<file path="config.mk">
export PLATFORM = sky130hd
export DESIGN_NAME = microcode_sequencer
export DESIGN_NICKNAME = d
export VERILOG_FILES = /design/src/rtl/microcode_sequencer.sv
export SDC_FILE = /design/constraint.sdc
export NUM_CORES = 1
export LEC_CHECK = 0
export CORE_UTILIZATION = 33
export DETAILED_ROUTE_END_ITERATION = 7
export GPL_ROUTABILITY_DRIVEN = 0
export PLACE_DENSITY = 0.83
export SKIP_CTS_REPAIR_TIMING = 1
export SYNTH_ARGS = -nofsm -noshare
export SYNTH_HDL_FRONTEND = slang
export SYNTH_SLANG_ARGS = --single-unit
</file>
<file path="constraint.sdc">
create_clock -name clk -period 2.79 [get_ports clk]
set_input_delay 0.558 -clock clk [delete_from_list [all_inputs] [get_ports clk]]
set_output_delay 0.558 -clock clk [all_outputs]
set_load 0.01 [all_outputs]
</file>
<file path="src/rtl/microcode_sequencer.sv">
// microcode_sequencer
//   Steps through a microcode ROM addressed by {opcode_q, step_q}. It decodes
//   the returned control word into datapath controls and applies the
//   sequencing bits (reset > halt > control_unit_load > next_instr > increment).
//   It stalls on READ/WRITE until mem_ready, and parks in HALTED until resume.
//
//   Optional feature macro: MICROCODE_STEP_FAULT_EN
//     defined   - incrementing past the last step sets the sticky step_fault
//                 and redirects to {FETCH_OPCODE, 0}
//     undefined - the step counter wraps within the opcode; step_fault is 0
//
// Ports
//   clk, rst_n          clock, asynchronous active-low reset
//   ir_opcode           opcode from the instruction register
//   ucode_word          combinational ROM data for ucode_addr
//   mem_ready           current READ/WRITE completes this cycle
//   resume              pulse that leaves HALTED
//   ucode_addr          {opcode_q, step_q}
//   alu_op, alu_enable, memory_op, data_word_selector, bus_selector
//                       decoded control fields (zero while halted)
//   reg_load, reg_enable
//                       one bit per general register (zero while halted)
//   halted              high in HALTED
//   step_fault          sticky micro-step overflow flag
module microcode_sequencer #(
  parameter int unsigned OPCODE_WIDTH = 5,
  parameter int unsigned STEP_WIDTH   = 3,
  parameter int unsigned NUM_REGS     = 4,
  parameter int unsigned FETCH_OPCODE = 0,
  localparam int unsigned CW_WIDTH    = 14 + 2 * NUM_REGS,
  localparam int unsigned ADDR_WIDTH  = OPCODE_WIDTH + STEP_WIDTH
) (
  input  logic                    clk,
  input  logic                    rst_n,
  input  logic [OPCODE_WIDTH-1:0] ir_opcode,
  input  logic [CW_WIDTH-1:0]     ucode_word,
  input  logic                    mem_ready,
  input  logic                    resume,
  output logic [ADDR_WIDTH-1:0]   ucode_addr,
  output logic [3:0]              alu_op,
  output logic                    alu_enable,
  output logic [2:0]              memory_op,
  output logic                    data_word_selector,
  output logic                    bus_selector,
  output logic [NUM_REGS-1:0]     reg_load,
  output logic [NUM_REGS-1:0]     reg_enable,
  output logic                    halted,
  output logic                    step_fault
);

`ifdef MICROCODE_STEP_FAULT_EN
  localparam bit FAULT_EN = 1'b1;
`else
  localparam bit FAULT_EN = 1'b0;
`endif

  localparam int unsigned MAX_STEPS = 2 ** STEP_WIDTH;
  localparam logic [STEP_WIDTH-1:0]   STEP_LAST = STEP_WIDTH'(MAX_STEPS - 1);
  localparam logic [OPCODE_WIDTH-1:0] FETCH     = OPCODE_WIDTH'(FETCH_OPCODE);

  // Control-word field positions, packed from the MSB down.
  localparam int unsigned ALU_MSB    = CW_WIDTH - 1;
  localparam int unsigned ALU_EN_BIT = CW_WIDTH - 5;
  localparam int unsigned MEM_MSB    = CW_WIDTH - 6;
  localparam int unsigned DWS_BIT    = CW_WIDTH - 9;
  localparam int unsigned BUS_BIT    = CW_WIDTH - 10;
  localparam int unsigned REG0_LSB   = CW_WIDTH - 12;
  localparam int unsigned RST_BIT    = 3;
  localparam int unsigned HALT_BIT   = 2;
  localparam int unsigned CUL_BIT    = 1;
  localparam int unsigned NEXT_BIT   = 0;

  localparam logic [2:0] MEM_NOP   = 3'd0;
  localparam logic [2:0] MEM_READ  = 3'd1;
  localparam logic [2:0] MEM_WRITE = 3'd2;
  localparam logic [1:0] REG_LOAD   = 2'd1;
  localparam logic [1:0] REG_ENABLE = 2'd2;

  typedef enum logic [1:0] {
    S_RUN    = 2'd0,
    S_STALL  = 2'd1,
    S_HALTED = 2'd2
  } state_e;

  state_e                  state_q, state_d;
  logic [OPCODE_WIDTH-1:0] opcode_q, opcode_d;
  logic [STEP_WIDTH-1:0]   step_q, step_d;
  logic                    fault_q, fault_d;

  logic [2:0] cw_mem;
  logic       mem_access;

  assign cw_mem     = ucode_word[MEM_MSB -: 3];
  assign mem_access = (cw_mem == MEM_READ) || (cw_mem == MEM_WRITE);

  assign ucode_addr = {opcode_q, step_q};
  assign halted     = (state_q == S_HALTED);
  assign step_fault = FAULT_EN & fault_q;

  // State and sequencing registers.
  always_ff @(posedge clk or negedge rst_n) begin
    if (!rst_n) begin
      state_q  <= S_RUN;
      opcode_q <= FETCH;
      step_q   <= '0;
      fault_q  <= 1'b0;
    end else begin
      state_q  <= state_d;
      opcode_q <= opcode_d;
      step_q   <= step_d;
      fault_q  <= fault_d;
    end
  end

  // Next-state and sequencing decode.
  always_comb begin
    state_d  = state_q;
    opcode_d = opcode_q;
    step_d   = step_q;
    fault_d  = fault_q;
    case (state_q)
      S_RUN, S_STALL: begin
        if (mem_access && !mem_ready) begin
          // Hold address; every sequencing bit waits for the memory handshake.
          state_d = S_STALL;
        end else begin
          state_d = S_RUN;
          if (ucode_word[RST_BIT]) begin
            opcode_d = FETCH;
            step_d   = '0;
            fault_d  = 1'b0;
          end else if (ucode_word[HALT_BIT]) begin
            state_d  = S_HALTED;
            opcode_d = FETCH;
            step_d   = '0;
          end else if (ucode_word[CUL_BIT]) begin
            opcode_d = ir_opcode;
            step_d   = '0;
          end else if (ucode_word[NEXT_BIT]) begin
            opcode_d = FETCH;
            step_d   = '0;
          end else if (FAULT_EN && (step_q == STEP_LAST)) begin
            fault_d  = 1'b1;
            opcode_d = FETCH;
            step_d   = '0;
          end else begin
            // Natural wrap within the opcode when the fault check is absent.
            step_d = step_q + STEP_WIDTH'(1);
          end
        end
      end
      S_HALTED: begin
        if (resume) begin
          state_d  = S_RUN;
          opcode_d = FETCH;
          step_d   = '0;
        end
      end
      default: state_d = S_RUN;
    endcase
  end

  // Control-word decode; everything is quiet while halted.
  always_comb begin
    alu_op             = '0;
    alu_enable         = 1'b0;
    memory_op          = MEM_NOP;
    data_word_selector = 1'b0;
    bus_selector       = 1'b0;
    reg_load           = '0;
    reg_enable         = '0;
    if (state_q != S_HALTED) begin
      alu_op             = ucode_word[ALU_MSB -: 4];
      alu_enable         = ucode_word[ALU_EN_BIT];
      memory_op          = mem_access ? cw_mem : MEM_NOP;
      data_word_selector = ucode_word[DWS_BIT];
      bus_selector       = ucode_word[BUS_BIT];
      for (int i = 0; i < int'(NUM_REGS); i++) begin
        reg_load[i]   = (ucode_word[int'(REG0_LSB) - 2 * i +: 2] == REG_LOAD);
        reg_enable[i] = (ucode_word[int'(REG0_LSB) - 2 * i +: 2] == REG_ENABLE);
      end
    end
  end

endmodule

</file>
==> run summary <==
================================================================================
Run status                                                          finished, violations left
Violations in the final reports                                              DRC
Vert. Die Dim                                                       47.7 microns
Layout Utilization                                                         66.0%
Areal power density over the cells                                   366 nW/um^2
Startpoint type of the worst setup path                               input port
Remaining max-slew budget at the tightest pin                              65.1%
Wire length after detailed routing                                  1900 microns
Count of standard-cell rows                                                   16
Number of sinks on the clock net                                              10
Total via count after detailed routing                                       736
Initial standard-cell utilization of the core                              35.1%
GRT Total Usage                                                            17.8%
Fin cells                                                                    157
Slew at the pin with the worst max-slew slack                           0.523 ns
Area of the multi-input gates                                          388 sq um
Cell count after placement                                                   153
Tmin final                                                               2.47 ns
Final worst setup slack                                                 0.320 ns
DRT iter0 DRCs                                                                 3
Internal power                                                            341 uW
Period utilisation layout                                                  88.5%
Max-cap check violation count                                                  0
Bufs on Longest Clock Path                                                     2
Part of the total power dissipated in sequential elements                  33.3%
Post-detailed-route wirelength per cell                             12.1 microns
Setup slack at placement                                                0.317 ns
Ratio of cells with drive above 1 in the final layout                      9.23%
Achievable clock frequency                                               405 MHz
Detail-routed via count per cell                                            4.69
Synthesized netlist cell count                                                73
Crit path DAT                                                            1.91 ns
Yosys warning count                                                            0
Leakage Power                                                           0.525 nW
NumNets Final                                                                163
Required time at the endpoint of the critical path                       2.23 ns
I/O Pins                                                                      59
Count of endpoints failing setup in the final report                           0
Sequential fraction of the synthesis area                                  36.4%
# DRC                                                                          1
Final number of max-transition violations                                      0
Final HPWL from detailed placement                                  1530 microns
Number of antenna violations at the first check in global routing              0
Maximum level of the CTS H-tree                                                1
Hold Vio Cnt, Final                                                            0
Setup total negative slack                                                  0 ns
Antenna viol nets, final                                                       0
First-pass GRT wire length                                          2750 microns
Pin count of the biggest net entering global routing                          22
Critical-path maximum fanout                                                   3
Type of the most critical hold path                                      reg2reg
Root Buffer Master                                                      clkbuf_4
VDD IR max                                                              0.195 mV
TritonCTS buffer count                                                         3
Antenna cells                                                                  0
Die Area                                                              2270 sq um
Die span in x                                                       47.7 microns
Part of the total power dissipated in combinational logic                  38.8%
Fillers                                                                      172
Area Growth Syn to Fin                                                     88.2%
Crit end category                                                     output pin
Remaining global-route overflow                                                0
Switching portion of total power                                           28.2%
Total power of the final layout                                           474 uW
IO buf count                                                                  56
Netlist Area Pre-Place                                                 688 sq um
Pre-Repair DR Iteration Count                                                  6
Insertion delay to the later sink of the worst-skew pair                 0.27 ns
Distinct cell type count of the synthesized netlist                           27
Number of storage elements in the synthesis netlist                           10
Avg Inst Size Synth                                                   9.43 sq um
Floorplan Core Area                                                   1960 sq um
Critical path type                                                        in2out
Via count of the first global-routing pass                                   699
CTS tree                                                                    done
Register cell area after layout                                        250 sq um
Clock network power share                                                  27.9%
Clock transition at the registers of the reported paths                  0.06 ns
Net load switching power                                                  133 uW
Worst clock skew                                                      0.00170 ns
RSZ-0062 raised after global routing                                          no
================================================================================
cell usage in the layout, fill, tap and decap left out, types with 2 or more instances in the layout:
| cell type | instances |
|---|---|
| nor2_1 | 3 |
| o21ai_1 | 3 |
| nand2_1 | 7 |
| nand2b_1 | 2 |
| dfrtp_1 | 10 |
| clkdlybuf4s50_1 | 56 |
| clkbuf_4 | 3 |
| mux2i_1 | 5 |
| nor2b_1 | 7 |
| nor3b_1 | 8 |
| nand3_1 | 2 |
| conb_1 | 2 |
| inv_1 | 6 |
| nor4b_1 | 2 |
critical path, stage by stage:
cell             delay (ns)
clkdlybuf4s50_1        0.45
nor4b_1                0.31
clkdlybuf4s50_1        0.59
final timing paths:
| check | from | to | slack [ns] | cells after the start |
|---|---|---|---|---|
| setup / recovery | ucode_word[15] | memory_op[0] | 0.32 | 3 |
| hold / removal | step_q[0] | step_q[0] | 0.51 | 1 |
| setup reg to reg | state_q[1] | opcode_q[4] | 1.23 | 4 |
| hold reg to reg | step_q[0] | step_q[0] | 0.51 | 1 |
| max in group asynchronous | rst_n | step_q[1] | 1.87 | 1 |
| min in group asynchronous | rst_n | state_q[1] | 0.60 | 1 |
kinds of logic (layout without fill, tap and decap cells):
group | after synthesis | count (layout) | synth area share (%)
and+or+nand+nor | 37 | 37 | 35.8
buffers and inverters | 11 | 67 | 7.82
DFF | 10 | 10 | 36.4
AOI/OAI and AO/OA | 7 | 7 | 9.09
muxes | 5 | 5 | 7.27
adders and majority gates | 1 | 1 | 1.82
other | 1 | 2 | 0.545
xor gates and xnor gates | 1 | 1 | 1.27
state kept, by name, indices dropped and copies added, names as in the netlist:
signal / flops
state_q: 2
opcode_q: 5
step_q: 3
power groups by stage:
stage          clock network [mW]  registers [mW]  logic (mW)
6_report                    0.132           0.158       0.184
5_1_grt                     0.143           0.159       0.199
4_1_cts                     0.135           0.158       0.186
3_5_place_dp                    0           0.161       0.185
3_3_place_gp                    0           0.160       0.182
2_1_floorplan                   0           0.162      0.0793
cells in the mapped netlist:
library cell	n	area share, %
conb_1	1	0.54
buf_2	1	0.73
nor2_4	1	1.6
inv_1	6	3.3
nor2_1	3	1.6
nand2_1	7	3.8
nand3_1	2	1.5
nor4_1	1	0.91
o32ai_1	1	1.3
nor2b_1	7	6.4
ha_1	1	1.8
inv_2	1	0.54
xor2_1	1	1.3
or4_4	1	1.6
o211ai_1	1	1.1
a21oi_4	1	2.4
nand2b_1	2	1.8
o21ai_1	3	2.2
nor4b_2	1	2.2
nand2_4	1	1.6
a21o_4	1	2.2
buf_4	3	3.3
and2b_4	1	1.5
dfrtp_1	10	36
nor3b_1	8	8.7
nor4b_1	2	2.5
mux2i_1	5	7.3
through the flow:
stage               hold WS (ns)  cell area, sq um
floorplan                  0.262               692
global placement           0.493              1260
detailed placement         0.503              1260
CTS                        0.512              1290
global route               0.543              1290
finish                     0.513              1290
final cells by class:
cell class | instances | share of cell area (%)
repair buffers | 56 | 43.3
flip-flops and latches | 10 | 19.3
clock buffers | 4 | 2.80
well taps | 27 | 2.61
multi-input cells | 53 | 30.0
inverters | 7 | 2.03
metal layers:
metal  share of wire (%)  up-vias  wire length, microns  global-route usage (%)
met2                  47       50                   896                    30.1
li1                    -      358                     -                       -
met1                  37      324                   708                    16.8
met4                 1.9        0                    37                    11.7
met3                  14        4                   259                    9.43
met5                   0        -                     0                       0
Note: power is estimated with default switching activity, not from simulation.
